==> src/rtl/lsu_sram_ctrl.sv <==
// lsu_sram_ctrl: MEM-stage load/store controller for a byte-writable registered-output SRAM
// Ports: clk/rst (async active-high); req_* valid/ready request (we, size, unsigned, byte addr, wdata);
// rsp_valid/rsp_rdata/rsp_err one-cycle response; sram_addr/read/write/DI drive the SRAM, sram_DO returns read data.
// Optional: define LSU_MISALIGN_SPLIT_EN to split misaligned half/word accesses into two word accesses.
module lsu_sram_ctrl #(
  parameter int WORD_ADDR_BITS = 14
) (
  input  logic                      clk,
  input  logic                      rst,
  input  logic                      req_valid,
  output logic                      req_ready,
  input  logic                      req_we,
  input  logic [1:0]                req_size,
  input  logic                      req_unsigned,
  input  logic [WORD_ADDR_BITS+1:0] req_addr,
  input  logic [31:0]               req_wdata,
  output logic                      rsp_valid,
  output logic [31:0]               rsp_rdata,
  output logic                      rsp_err,
  output logic [WORD_ADDR_BITS-1:0] sram_addr,
  output logic                      sram_read,
  output logic [3:0]                sram_write,
  output logic [31:0]               sram_DI,
  input  logic [31:0]               sram_DO
);
  typedef enum logic [2:0] {IDLE, ACC, RD
`ifdef LSU_MISALIGN_SPLIT_EN
    , ACC2, RD2
`endif
  } state_t;
  state_t r_state, w_next;
  logic [1:0] r_off, r_size;
  logic r_we, r_uns, r_rsp_valid, r_rsp_err, r_sram_read;
  logic [31:0] r_rsp_rdata, r_sram_DI;
  logic [3:0] r_sram_write;
  logic [WORD_ADDR_BITS-1:0] r_sram_addr;
  logic [3:0] w_mask;
  logic w_mis, w_err_in;
  logic [4:0] w_sh;
  logic [31:0] w_rot, w_lo, w_al, w_ext;
  assign req_ready  = (r_state == IDLE) & ~rst;
  assign rsp_valid  = r_rsp_valid;
  assign rsp_rdata  = r_rsp_rdata;
  assign rsp_err    = r_rsp_err;
  assign sram_addr  = r_sram_addr;
  assign sram_read  = r_sram_read;
  assign sram_write = r_sram_write;
  assign sram_DI    = r_sram_DI;
  assign w_mask = req_size == 2'd0 ? 4'b0001 : req_size == 2'd1 ? 4'b0011 : 4'b1111;
  assign w_mis  = (req_size == 2'd1 & req_addr[0]) | (req_size == 2'd2 & req_addr[1:0] != 2'd0);
  assign w_sh   = {req_addr[1:0], 3'b000};
  assign w_rot  = (req_wdata << w_sh) | (req_wdata >> (6'd32 - {1'b0, w_sh}));
`ifdef LSU_MISALIGN_SPLIT_EN
  logic r_split;
  logic [3:0] r_strb2;
  logic [31:0] r_first;
  logic [7:0] w_wide;
  assign w_wide   = {4'b0000, w_mask} << req_addr[1:0];
  assign w_err_in = req_size == 2'd3;
  assign w_lo     = r_state == RD2 ? r_first : sram_DO;
`else
  logic [3:0] w_wide;
  assign w_wide   = w_mask << req_addr[1:0];
  assign w_err_in = req_size == 2'd3 | w_mis;
  assign w_lo     = sram_DO;
`endif
  // {second word, first word} shifted down so the addressed byte lands in lane 0
  assign w_al  = 32'({sram_DO, w_lo} >> {r_off, 3'b000});
  assign w_ext = r_size == 2'd0 ? {{24{~r_uns & w_al[7]}}, w_al[7:0]} :
                 r_size == 2'd1 ? {{16{~r_uns & w_al[15]}}, w_al[15:0]} : w_al;
  always_comb begin
    w_next = r_state;
    case (r_state)
      IDLE: w_next = req_valid & ~w_err_in ? ACC : IDLE;
`ifdef LSU_MISALIGN_SPLIT_EN
      ACC:  w_next = r_we ? (r_split ? ACC2 : IDLE) : RD;
      RD:   w_next = r_split ? ACC2 : IDLE;
      ACC2: w_next = r_we ? IDLE : RD2;
      RD2:  w_next = IDLE;
`else
      ACC:  w_next = r_we ? IDLE : RD;
      RD:   w_next = IDLE;
`endif
      default: w_next = IDLE;
    endcase
  end
  always_ff @(posedge clk or posedge rst) begin
    if (rst) begin
      r_state      <= IDLE;
      r_off        <= '0;
      r_size       <= '0;
      r_we         <= 1'b0;
      r_uns        <= 1'b0;
      r_rsp_valid  <= 1'b0;
      r_rsp_err    <= 1'b0;
      r_rsp_rdata  <= '0;
      r_sram_addr  <= '0;
      r_sram_read  <= 1'b0;
      r_sram_write <= '0;
      r_sram_DI    <= '0;
`ifdef LSU_MISALIGN_SPLIT_EN
      r_split      <= 1'b0;
      r_strb2      <= '0;
      r_first      <= '0;
`endif
    end else begin
      r_state      <= w_next;
      r_rsp_valid  <= 1'b0;
      r_rsp_err    <= 1'b0;
      r_sram_read  <= 1'b0;
      r_sram_write <= '0;
      case (r_state)
        IDLE: if (req_valid) begin
          r_off  <= req_addr[1:0];
          r_size <= req_size;
          r_we   <= req_we;
          r_uns  <= req_unsigned;
`ifdef LSU_MISALIGN_SPLIT_EN
          r_split <= w_mis;
          r_strb2 <= w_wide[7:4];
`endif
          if (w_err_in) begin
            r_rsp_valid <= 1'b1;
            r_rsp_err   <= 1'b1;
            r_rsp_rdata <= '0;
          end else begin
            r_sram_addr  <= req_addr[WORD_ADDR_BITS+1:2];
            r_sram_DI    <= w_rot;
            r_sram_write <= req_we ? w_wide[3:0] : 4'b0000;
            r_sram_read  <= ~req_we;
          end
        end
`ifdef LSU_MISALIGN_SPLIT_EN
        ACC: if (r_we) begin
          if (r_split) begin
            r_sram_addr  <= r_sram_addr + 1'b1;
            r_sram_write <= r_strb2;
          end else begin
            r_rsp_valid <= 1'b1;
            r_rsp_rdata <= '0;
          end
        end
        RD: if (r_split) begin
          r_first     <= sram_DO;
          r_sram_addr <= r_sram_addr + 1'b1;
          r_sram_read <= 1'b1;
        end else begin
          r_rsp_valid <= 1'b1;
          r_rsp_rdata <= w_ext;
        end
        ACC2: if (r_we) begin
          r_rsp_valid <= 1'b1;
          r_rsp_rdata <= '0;
        end
        RD2: begin
          r_rsp_valid <= 1'b1;
          r_rsp_rdata <= w_ext;
        end
`else
        ACC: if (r_we) begin
          r_rsp_valid <= 1'b1;
          r_rsp_rdata <= '0;
        end
        RD: begin
          r_rsp_valid <= 1'b1;
          r_rsp_rdata <= w_ext;
        end
`endif
        default: ;
      endcase
    end
  end
endmodule

==> config.mk <==
export PLATFORM = sky130hd
export DESIGN_NAME = lsu_sram_ctrl
export DESIGN_NICKNAME = d
export VERILOG_FILES = /design/src/rtl/lsu_sram_ctrl.sv
export SDC_FILE = /design/constraint.sdc
export NUM_CORES = 1
export LEC_CHECK = 0
export BUFFER_PORTS_ARGS = -buffer_cell sky130_fd_sc_hd__buf_2
export CORE_ASPECT_RATIO = 1.75
export CORE_MARGIN = 2
export CORE_UTILIZATION = 46
export CTS_CLUSTER_SIZE = 12
export DETAILED_ROUTE_END_ITERATION = 8
export GPL_ROUTABILITY_DRIVEN = 0
export PLACE_DENSITY = 0.81
export REMOVE_ABC_BUFFERS = 1
export SETUP_SLACK_MARGIN = 0.5
export SLEW_MARGIN = 10
export SYNTH_ARGS = -nofsm -noshare
export SYNTH_HDL_FRONTEND = slang
export SYNTH_SLANG_ARGS = --single-unit
==> constraint.sdc <==
create_clock -name clk -period 2.42 [get_ports clk]
set_clock_uncertainty 0.05 [all_clocks]
set_input_delay 0 -clock clk [delete_from_list [all_inputs] [get_ports clk]]
set_output_delay 0 -clock clk [all_outputs]
set_load 0.03 [all_outputs]
* Word-level counts from Yosys, hierarchy flattened
Cells that the tools add are included.
Word-level totals: register bits after elaboration 94
Cells by class: add/sub/neg operators 1, bitwise logic cells 13, equal/unequal tests 9, multiplexer cells 23, shift-type cells 4, reduce and logical (&&, ||, !) cells 8
Operators by type and width (count):
- $mux 32 | 5
- $pmux 32 s3 | 1
- $shr 64x5->32 | 1
- $or 32x32->32 | 1
- $shl 32x5->32 | 1
- $shr 32x6->32 | 1
- $mux 4 | 6
- $mux 1 | 8
- $and 1x1->1 | 6
- $ne 2x2->1 const B | 3
- $sub 6x5->6 const A | 1
- $eq 2x1->1 const B | 2
- $eq 2x2->1 const B | 2
- $logic_not 2->1 | 2
- $not 1->1 | 4
- $pmux 2 s2 | 1
- $reduce_and 4->1 | 1
- $shl 4x2->4 | 1
- $eq 3x1->1 const B | 1
- $eq 3x2->1 const B | 1
- $logic_not 3->1 | 1
- $pmux 1 s3 | 1
- $reduce_and 3->1 | 1
- $reduce_bool 3->1 | 1
- other kinds (4) | 5

* Longest topological paths before layout
Gate-level depths: netlist of the first run.
depth in word-level cells 8, depth in mapped cells 12, mapped depth without buffers 7

* Worst setup path after synthesis of the first run
No wires, ideal clock.
path kind input port to flip-flop, start input port req_addr[0], end register r_sram_DI[25], in the netlist sram_DI[25], arrival 2131 ps, cell stages on the path 11, setup slack 157 ps, required time 2287 ps, setup time 83 ps, cells stage by stage buf_2 > inv_1 > clkbuf_1 > clkbuf_1 > ha_1 > o21ai_2 > and2_0 > clkbuf_1 > buf_2 > a221oi_1 > o21ai_0
On the way: cells in the longest elaborated chain, start to end 6, elaborated cells between the ends (all ways) 11
RTL lines:
- start, declared | line 15 | input logic [WORD_ADDR_BITS+1:0] req_addr,
- parallel branches: the longest is 6 deep, another holds $sub 6x5->6
- end signal, assigned | line 128 | r_sram_DI <= w_rot;
- end, declared | line 34 | logic [31:0] r_rsp_rdata, r_sram_DI;
Several ways; the timed one is not identified. A chain may end at the register's enable or synchronous reset.

* Worst setup path in the final report of the first run
start input port req_size[0], end register r_rsp_rdata[16], in the netlist rsp_rdata[16]
On the way: cells in the longest elaborated chain, start to end 6, elaborated cells between the ends (all ways) 9
RTL lines:
- start, declared | line 13 | input logic [1:0] req_size,
- $eq 2x1->1 / $eq 2x2->1 (equally long branches) | line 50 | assign w_mis = (req_size == 2'd1 & req_addr[0]) | (req_size == 2'd2 & req_addr[1:0] != 2'd0);
- $and 1x1->1 | line 50
- $or 1x1->1 | line 50
- $or 1x1->1 (*) | line 64 | assign w_err_in = req_size == 2'd3 | w_mis;
- $ne 2x2->1 (no line) (*)
- $reduce_and 4->1 (no line) (*)
- end signal, assigned | line 166 | r_rsp_rdata <= w_ext;
- end, declared | line 34
Every way passes the cells marked *; elsewhere a longest branch is shown, timed or not.

==> impl_metrics.json, run 1 <==
{
  "yosys.area.top_type_share_pct": 45.5,
  "path_max_fanout": 33,
  "die_h_um": 143,
  "io_pins": 173,
  "grt-ovfl-total": 0,
  "core_area_um2": 10800,
  "final-setup-viol-count": 0,
  "seq_area_um2": 2330,
  "layout.nets": 800,
  "yosys_warnings": 0,
  "post-route-period-util_pct": 76.5,
  "clock_sinks": 93,
  "maxCapViolations": 0,
  "antenna_found_initial": 0,
  "power.leakage_nw": 3.39,
  "synth_area_um2": 5110,
  "cts_root_buf": "clkbuf_16",
  "n_antenna_cell": 0,
  "max_stage_delay_ps": 530,
  "min_period_ps": 1850,
  "synth_area_leader_cell": "dfrtp_1",
  "syn_inst": 516,
  "finalHoldViolations": 0,
  "irDropWorstVdd_mv": 0.515,
  "via_per_inst": 5.88,
  "io_buffers": 172,
  "critPathCaptureType": "flop",
  "grt_usage_pct": 25.0,
  "async_flop_share_pct": 100,
  "max_slew_margin_pct": 39.0,
  "ctsHtreeMaxLevel": 3,
  "firstDrtPassIters": 5,
  "path_class": "in2reg",
  "max_slew.worst_pin.slew_ps": 915,
  "cp_slowest_cell": "dlygate4sd3_1",
  "synth_edf_count": 0,
  "final_cells": 847,
  "grt_pass1_wl_um": 24400,
  "ys_seq_area_share_pct": 45.5,
  "cp-start-kind": "input pin",
  "cts_tree": "yes",
  "dp.cells": 791,
  "multi_input_area_um2": 2580,
  "die-area_um2": 12000,
  "synthTopCellsByArea": "dfrtp_1, mux2i_1, nand2_1",
  "first_global_vias": 4974,
  "p_per_area_nw_per_um2": 825,
  "wl_per_cell_um": 17.9,
  "slew_viol_final": 0,
  "totalWireLength_um": 15200,
  "synth_seq_cells": 93,
  "final_antenna_net_count": 0,
  "ys_types": 47,
  "worstHoldPathType": "in2reg",
  "insertion_delay_ps": 340,
  "vias": 4984,
  "dr.first_iter.drc_count": 311,
  "synth_flop_cell": "dfrtp_1",
  "grt_start_max_net_pins": 73,
  "grt_setup_unrepaired": "true",
  "final_common_cell": "buf_2",
  "die_w_um": 83.7,
  "power_mw": 5.61,
  "critical_path_buf_inv_count": 2,
  "row_count": 50,
  "path_clk_slew_ps": 70,
  "worstPathRequired_ps": 2590,
  "fill_cells": 854,
  "status": "complete, no violations",
  "path_cells": "dlygate4sd3_1 > buf_2 > a21oi_1 > or2_1 > o311a_4 > a211o_1",
  "start_util_pct": 47.5,
  "cts_buffers": 9,
  "dp_hpwl_um": 10600,
  "fmax_ghz": 0.540,
  "syn_area_per_cell_um2": 9.90,
  "drc_errors": 0,
  "critPathTopFamily": "compound AO/OA/AOI/OAI gates",
  "cts.path.max_buffers": 2,
  "critPathArrivalTime_ps": 2020,
  "final_cell_mix": "buf_2, dfrtp_1, nand2_1",
  "drive_above_1_share_pct": 34.7,
  "area_delta_synth_final_pct": 33.1
}
## what timing repair did
item                                   CTS  global route
hold buffers                            39             0
setup buffers                            0             1
setup endpoints to repair               22            66
gates resized for setup                  2             4
pin swaps                                1             2
cloned                                   0             0
endpoints found under the hold margin   92             0
## layout make-up
cell class	count	area share, %
multi-input cells	370	38.0
clock buffers	10	3.37
well taps	130	2.39
inverters	8	0.478
clock inverters	6	0.681
repair buffers	230	20.9
flip-flops and latches	93	34.2
## routing by layer
metal | global-route usage [%] | wire length [um] | vias up
met3 | 5.11 | 1100 | 49
met1 | 28.5 | 5520 | 2395
met5 | 0 | 0 | -
met4 | 11.4 | 492 | 0
met2 | 44.9 | 8070 | 250
li1 | - | - | 2290
## cell families (layout without fill, tap and decap cells)
kind of cell	after synthesis	count (layout)	share of synthesized area, %
AO/OA/AOI/OAI	159	159	23.1
AND/OR/NAND/NOR	148	148	13.7
flip-flops	93	93	45.5
multiplexers	61	61	12.5
buffers and inverters	53	254	4.77
adder cells (fa/ha/maj)	1	1	0.245
XOR/XNOR	1	1	0.171
## power by group
part / total, mW / switching [mW] / internal, mW
combinational: 2.20 / 1.42 / 0.776
clock: 1.33 / 0.621 / 0.707
sequential: 2.09 / 0.208 / 1.88
total: 5.61 / 2.25 / 3.36
## final timing paths
path,startpoint,endpoint,slack [ps],cells past startpoint
worst min-delay path,req_wdata[26],sram_DI[26],5,3
min in group asynchronous,rst,sram_DI[26],310,3
worst max-delay path,req_size[0],rsp_rdata[16],570,6
worst min register to register,r_we,r_state[1],420,1
max in group asynchronous,rst,sram_addr[13],1360,4
worst max register to register,r_off[1],rsp_rdata[17],600,5
## stage by stage
stage	setup TNS [ps]	area (um^2)	utilization [%]	setup WS [ps]	hold WS (ps)
3_5_place_dp	0	6080	56.5	372	143
4_1_cts	0	6760	62.8	516	1.65
3_3_place_gp	0	6080	56.5	481	134
5_1_grt	0	6800	63.2	493	39.2
6_report	0	6800	63.2	568	4.94
2_1_floorplan	-85250	4900	-	-2080	16.4
## cells in the mapped netlist (2+ instances only)
| cell | count |
|---|---|
| a211o_1 | 2 |
| a211oi_1 | 5 |
| a21oi_1 | 26 |
| a221oi_1 | 23 |
| a22o_1 | 14 |
| a22oi_1 | 28 |
| a32o_1 | 2 |
| and2_0 | 2 |
| and4_1 | 2 |
| buf_2 | 15 |
| buf_6 | 3 |
| clkbuf_1 | 26 |
| dfrtp_1 | 93 |
| inv_1 | 7 |
| mux2_2 | 22 |
| mux2i_1 | 39 |
| nand2_1 | 80 |
| nand2b_1 | 9 |
| nand3b_1 | 4 |
| nor2_1 | 21 |
| nor2b_1 | 7 |
| nor3_1 | 4 |
| nor3b_1 | 3 |
| o21ai_0 | 21 |
| o22a_1 | 9 |
| o2bb2ai_1 | 14 |
| o31ai_1 | 8 |
| or2_2 | 8 |
## flip-flops by register name (all words and copies together), names as in the netlist, 2 cells and up
name	count
sram_addr	14
sram_write	4
r_size	2
sram_DI	32
r_off	2
r_state	2
rsp_rdata	32
## worst min-delay path, stage by stage
cell,delay [ps]
buf_2,110
a221oi_1,70
o21ai_0,170
Note: power is estimated with default switching activity, not from simulation.
==> run 2: changes to the inputs <==
--- a/config.mk
+++ b/config.mk
@@ -8,11 +8,11 @@
 export BUFFER_PORTS_ARGS = -buffer_cell sky130_fd_sc_hd__buf_2
 export CORE_ASPECT_RATIO = 1.75
 export CORE_MARGIN = 2
-export CORE_UTILIZATION = 46
+export CORE_UTILIZATION = 47
 export CTS_CLUSTER_SIZE = 12
 export DETAILED_ROUTE_END_ITERATION = 8
 export GPL_ROUTABILITY_DRIVEN = 0
-export PLACE_DENSITY = 0.81
+export PLACE_DENSITY = 0.79
 export REMOVE_ABC_BUFFERS = 1
 export SETUP_SLACK_MARGIN = 0.5
 export SLEW_MARGIN = 10
==> constraint.sdc (replaced) <==
create_clock -name clk -period 1.72 [get_ports clk]
set_clock_uncertainty 0.05 [all_clocks]
set_input_delay 0 -clock clk [delete_from_list [all_inputs] [get_ports clk]]
set_output_delay 0 -clock clk [all_outputs]
set_load 0.03 [all_outputs]
==> run 2 against run 1 <==
Compared with the run above:
- the flow now finishes with violations (negative setup slack)
- sequential share of layout area down 8.4 points
- routed wire length grew 62%
- core utilization is 22 points higher
- clock power up 59%
- clock-buffer cell count unchanged
- worst hold slack better by 25 ps
- critical path depth grew 2
- flip-flop and latch count did not move
- non-clock buffer count rose by 78
- combinational power rose by 110%
- first-iteration DRC count is 60% higher
- highest routed layer unchanged
==> impl_metrics.json, run 2 (same netlist as run 1, synthesis figures left out) <==
{
  "final_common_cell": "buf_2",
  "holdPathStages": 4,
  "grt_pass1_wl_um": 32400,
  "cts_root_buf": "clkbuf_16",
  "vias": 6167,
  "insertion_delay_ps": 350,
  "path_max_fanout": 7,
  "fmax_ghz": 0.571,
  "cts.path.max_buffers": 2,
  "max_slew.worst_pin.slew_ps": 768,
  "die_w_um": 82.8,
  "critPathCaptureType": "flop",
  "grt-ovfl-total": 0,
  "irDropWorstVdd_mv": 0.810,
  "fill_cells": 500,
  "totalWireLength_um": 24600,
  "cts_buffers": 9,
  "core_area_um2": 10600,
  "dp_hpwl_um": 11100,
  "clock_sinks": 93,
  "via_per_inst": 6.64,
  "final_cell_mix": "buf_2, dfrtp_1, buf_4",
  "dr.first_iter.drc_count": 497,
  "violations": "negative setup slack",
  "max_slew_margin_pct": 48.6,
  "ctsHtreeMaxLevel": 3,
  "min_period_ps": 1750,
  "final_cells": 929,
  "max_stage_delay_ps": 420,
  "final_antenna_net_count": 0,
  "path_cells": "nor3b_2 > buf_4 > o21ai_4 > buf_8 > buf_12 > buf_16 > nand2_4 > o31ai_4",
  "row_count": 50,
  "grt_setup_unrepaired": "true",
  "cts_tree": "yes",
  "io_pins": 173,
  "die_h_um": 142,
  "dpl_cell_area_um2": 6280,
  "firstDrtPassIters": 8,
  "fin_ws_ps": -31.0,
  "dp.cells": 813,
  "slew_viol_final": 0,
  "finalHoldViolations": 0,
  "grt_start_max_net_pins": 41,
  "power.leakage_nw": 4.24,
  "area_delta_synth_final_pct": 76.4,
  "drive_above_1_share_pct": 59.1,
  "cp-start-kind": "flop",
  "worstHoldPathType": "in2reg",
  "die-area_um2": 11800,
  "layout.nets": 880,
  "io_buffers": 172,
  "p_per_area_nw_per_um2": 1100,
  "start_util_pct": 48.0,
  "worstPathRequired_ps": 1890,
  "pre_cts_ws_ps": -141,
  "wl_per_cell_um": 26.5,
  "path_class": "reg2reg",
  "antenna_found_initial": 0,
  "first_global_vias": 6190,
  "grt_usage_pct": 34.7,
  "fin_area_um2": 9010,
  "path_clk_slew_ps": 70,
  "status": "complete, but fails checks",
  "critPathArrivalTime_ps": 1920,
  "final-setup-viol-count": 3,
  "fin_util_pct": 84.8,
  "drc_errors": 0,
  "maxCapViolations": 0,
  "r2r_cells": 8,
  "post-route-period-util_pct": 102,
  "cp_slowest_cell": "dfrtp_1"
}
==> run 2: layout make-up <==
type	instances	area (um^2)	area share, %
multi-input combinational	372	3610	40.1
timing repair buffer	308	2560	28.4
sequential	93	2330	25.9
clock buffer	10	239	2.65
tap	130	163	1.80
clock inverter	6	68.8	0.763
inverter	8	35.0	0.389
antenna	2	5.00	0.0555
==> run 2: power by group <==
| part | switching (mW) | internal, mW | leakage (nW) | total [mW] |
|---|---|---|---|---|
| logic | 2.71 | 1.96 | 2.90 | 4.68 |
| clock network | 0.929 | 1.18 | 0.149 | 2.11 |
| registers | 0.502 | 2.64 | 1.19 | 3.15 |
| total | 4.14 | 5.79 | 4.24 | 9.93 |
==> run 2: what timing repair did <==
| action | CTS | global route |
|---|---|---|
| endpoints found under the hold margin | 102 | 0 |
| hold buffers | 43 | 0 |
| buffers inserted | 19 | 18 |
| gates resized for setup | 173 | 120 |
| setup endpoints to repair | 91 | 93 |
| pin swaps | 65 | 26 |
| cloned | 15 | 3 |
==> run 2: worst max-delay path: cells and delay by family (launching register included) <==
family	cells	cell delay [ps]
and+or+nand+nor	2	310
DFF	1	420
AOI/OAI and AO/OA	2	200
buffers and inverters	4	630
==> run 2: path summary, 6_finish.rpt <==
kind | start | end | slack, ps
hold / removal | sram_DO[13] | rsp_rdata[5] | 30
min in group asynchronous | rst | r_state[1] | 140
max in group asynchronous | rst | rsp_rdata[10] | 750
setup reg to reg | r_state[1] | sram_DI[16] | -30
hold reg to reg | r_we | r_state[1] | 440
setup / recovery | r_state[1] | sram_DI[16] | -30
==> run 2: stage by stage <==
step / hold slack (ps) / power, mW / setup TNS (ps)
2_1_floorplan: 16.4 / 4.92 / -203640
3_3_place_gp: -50.1 / 5.96 / -283
3_5_place_dp: -42.5 / 6.06 / -1980
4_1_cts: 15.9 / 9.00 / 0
5_1_grt: 48.4 / 10.2 / -394
6_report: 29.6 / 9.93 / -36.9
==> run 2: layer usage <==
layer  part of all wire (%)  track usage, %  vias up
met5                      0               0        -
met4                    9.3            25.3        0
met3                    9.2            7.77      201
met2                     50            60.9      537
met1                     31            36.1     2965
li1                       -               -     2464
==> run 3: changes to the inputs <==
--- a/config.mk
+++ b/config.mk
@@ -5,6 +5,7 @@
 export SDC_FILE = /design/constraint.sdc
 export NUM_CORES = 1
 export LEC_CHECK = 0
+export ABC_AREA = 1
 export BUFFER_PORTS_ARGS = -buffer_cell sky130_fd_sc_hd__buf_2
 export CORE_ASPECT_RATIO = 1.75
 export CORE_MARGIN = 2
@@ -15,6 +16,7 @@
 export PLACE_DENSITY = 0.79
 export REMOVE_ABC_BUFFERS = 1
 export SETUP_SLACK_MARGIN = 0.5
+export SKIP_CTS_REPAIR_TIMING = 1
 export SLEW_MARGIN = 10
 export SYNTH_ARGS = -nofsm -noshare
 export SYNTH_HDL_FRONTEND = slang
==> constraint.sdc (replaced) <==
create_clock -name clk -period 1.83 [get_ports clk]
set_clock_uncertainty 0.05 [all_clocks]
set_input_delay 0 -clock clk [delete_from_list [all_inputs] [get_ports clk]]
set_output_delay 0 -clock clk [all_outputs]
set_load 0.03 [all_outputs]
==> run 3 against run 2 <==
Compared with the run above:
- final cell count rose by 22%
- maximum frequency rose by 15%
- the flow finishes with violations (negative hold slack)
- cell area fell by 17%
- combinational power fell by 30%
- clock-buffer cell count fell by 1
- sequential power fell by 13%
- critical endpoint is now rsp_rdata[26]
- die area rose by 6.6%
- critical path depth fell by 1
- largest power group unchanged
- worst hold slack got worse by 34 ps
- synthesized area rose by 6.8%
==> impl_metrics.json, run 3 <==
{
  "status": "complete, but fails checks",
  "violations": "negative hold slack",
  "critical_path_buf_inv_count": 2,
  "grt_setup_unrepaired": "true",
  "min_period_ps": 1520,
  "synthTopCellsByArea": "dfrtp_1, nand2_1, o21ai_0",
  "irDropWorstVdd_mv": 0.766,
  "synth_area_leader_cell": "dfrtp_1",
  "n_antenna_cell": 0,
  "max_stage_delay_ps": 420,
  "reg2reg_from": "r_state[1]",
  "drc_errors": 0,
  "grt_usage_pct": 24.8,
  "async_flop_share_pct": 100,
  "vias": 6207,
  "cts_buffers": 9,
  "ys_types": 32,
  "switching_power_mw": 3.32,
  "pre_cts_ws_ps": 220,
  "power_mw": 8.06,
  "ctsHtreeMaxLevel": 3,
  "seqPwrFrac_pct": 34.0,
  "final_cell_mix": "nand2_1, buf_2, dfrtp_1",
  "dp.cells": 1072,
  "path_cells": "inv_2 > nor2_4 > nand4_1 > buf_6 > nand2_8 > nand3_1 > nand2_1",
  "power.internal_mw": 4.74,
  "synth_flop_cell": "dfrtp_1",
  "dpl_cell_area_um2": 6380,
  "synth_most_common_cell": "nand2_1",
  "ys_seq_area_share_pct": 42.6,
  "critPathCaptureType": "flop",
  "syn_inst": 787,
  "wl_per_cell_um": 16.3,
  "path_class": "reg2reg",
  "synth_seq_cells": 93,
  "power.leakage_nw": 4.03,
  "dr.first_iter.drc_count": 340,
  "endpoint": "rsp_rdata[26]",
  "synth_edf_count": 0,
  "reg2reg_slack_ps": 310,
  "via_per_inst": 5.48,
  "start_util_pct": 47.7,
  "holdWs_ps": -4.48,
  "fin_util_pct": 65.1,
  "path_max_fanout": 7,
  "grt_pass1_wl_um": 24800,
  "final_antenna_net_count": 0,
  "fmax_ghz": 0.658,
  "fin_area_um2": 7460,
  "io_buffers": 172,
  "synth_area_um2": 5460,
  "crit_cells": 7,
  "clock_sinks": 93,
  "fill_cells": 1022,
  "die-area_um2": 12500,
  "fin_ws_ps": 309,
  "totalWireLength_um": 18500,
  "hp-start": "req_wdata[31]",
  "cts_tree": "yes",
  "swShare_pct": 41.2,
  "first_global_vias": 5284,
  "firstDrtPassIters": 5,
  "totalNegativeSetupSlack_ps": 0,
  "yosys_warnings": 0,
  "crit_start": "r_state[1]",
  "p_per_area_nw_per_um2": 1080,
  "r2r_cells": 7,
  "critPathArrivalTime_ps": 1750,
  "insertion_delay_ps": 340,
  "cts.path.max_buffers": 2,
  "r2r-end": "rsp_rdata[26]",
  "finalHoldViolations": 1,
  "drive_above_1_share_pct": 30.0,
  "yosys.area.top_type_share_pct": 42.6,
  "grt_start_max_net_pins": 65,
  "grt-ovfl-total": 0,
  "final-setup-viol-count": 0,
  "max_slew.worst_pin.slew_ps": 503,
  "cp-start-kind": "flop",
  "antenna_found_initial": 1,
  "layout.nets": 1081,
  "syn_area_per_cell_um2": 6.94,
  "slew_viol_final": 0,
  "die_h_um": 147,
  "path_clk_slew_ps": 70,
  "cts_root_buf": "clkbuf_16",
  "post-route-period-util_pct": 83.1,
  "die_w_um": 85.5,
  "final_common_cell": "nand2_1",
  "critPathTopFamily": "simple AND/OR/NAND/NOR gates",
  "max_slew_margin_pct": 66.5,
  "worstPathRequired_ps": 2060,
  "worstHoldPathType": "in2reg",
  "synthTopCellsByCount": "nand2_1, dfrtp_1, o21ai_0",
  "comb_power_share_pct": 40.4,
  "final_cells": 1133,
  "clkPwrFrac_pct": 25.6,
  "core_area_um2": 11500,
  "cp_slowest_cell": "dfrtp_2",
  "dp_hpwl_um": 11700,
  "area_delta_synth_final_pct": 36.6,
  "row_count": 52,
  "io_pins": 173,
  "maxCapViolations": 0
}
==> run 3: cell types whose count changed in the layout (fill, tap and decap cells not counted), sizes merged, moves of 24 or more <==
cell / change
o21ai: +76
mux2i: -39
nand3: +49
a22oi: -28
nor2: +24
buf: -50
nand2: +273
inv: +45
==> run 3: worst min-delay path by stage <==
stage	endpoint	slack [ps]	cells past startpoint
floorplan	sram_read	20	1
global placement	sram_DI[14]	-10	2
detailed placement	sram_DI[14]	-2	2
CTS	sram_DI[14]	-370	2
global route	sram_DI[15]	10	5
finish	sram_DI[15]	-4	5
==> run 3: metal layers <==
metal | track usage, % | vias to the layer above | wire, um
met5 | 0 | - | 0
met4 | 10.1 | 0 | 763
met3 | 4.18 | 62 | 1160
met2 | 45.4 | 297 | 10200
met1 | 27.8 | 2912 | 6380
li1 | - | 2936 | -
==> run 3: layout make-up <==
class                           count  area (um^2)  share of cell area (%)
Sequential cell                    93         2330                    31.3
Tap cell                          135          169                    2.26
Multi-Input combinational cell    597         2840                    38.1
Clock buffer                        9          225                    3.02
Timing Repair Buffer              238         1570                    21.0
Clock inverter                      7         97.6                    1.31
Inverter                           54          224                    3.00
==> run 3: cell families (layout without fill, tap and decap cells) <==
| logic type | count (synthesis) | after routing | synth area share (%) |
|---|---|---|---|
| simple gates | 452 | 456 | 33.3 |
| fa+ha+maj | 1 | 1 | 0.229 |
| flops | 93 | 93 | 42.6 |
| buf+inv | 101 | 308 | 9.88 |
| compound gates | 140 | 140 | 14.0 |
==> run 3: power groups by stage <==
stage	Clock, mW	Sequential, mW	Combinational [mW]
after floorplan	0	3.65	1.01
after global placement	0	2.76	2.86
after detailed placement	0	2.76	2.90
after CTS	2.08	2.73	2.91
after global routing	2.14	2.79	3.51
final	2.06	2.74	3.26
==> run 3: worst min-delay path, cell delays in order <==
cell,delay (ps)
buf_2,110
nand3_1,80
nand3_1,80
nand2_1,40
nand2_1,50
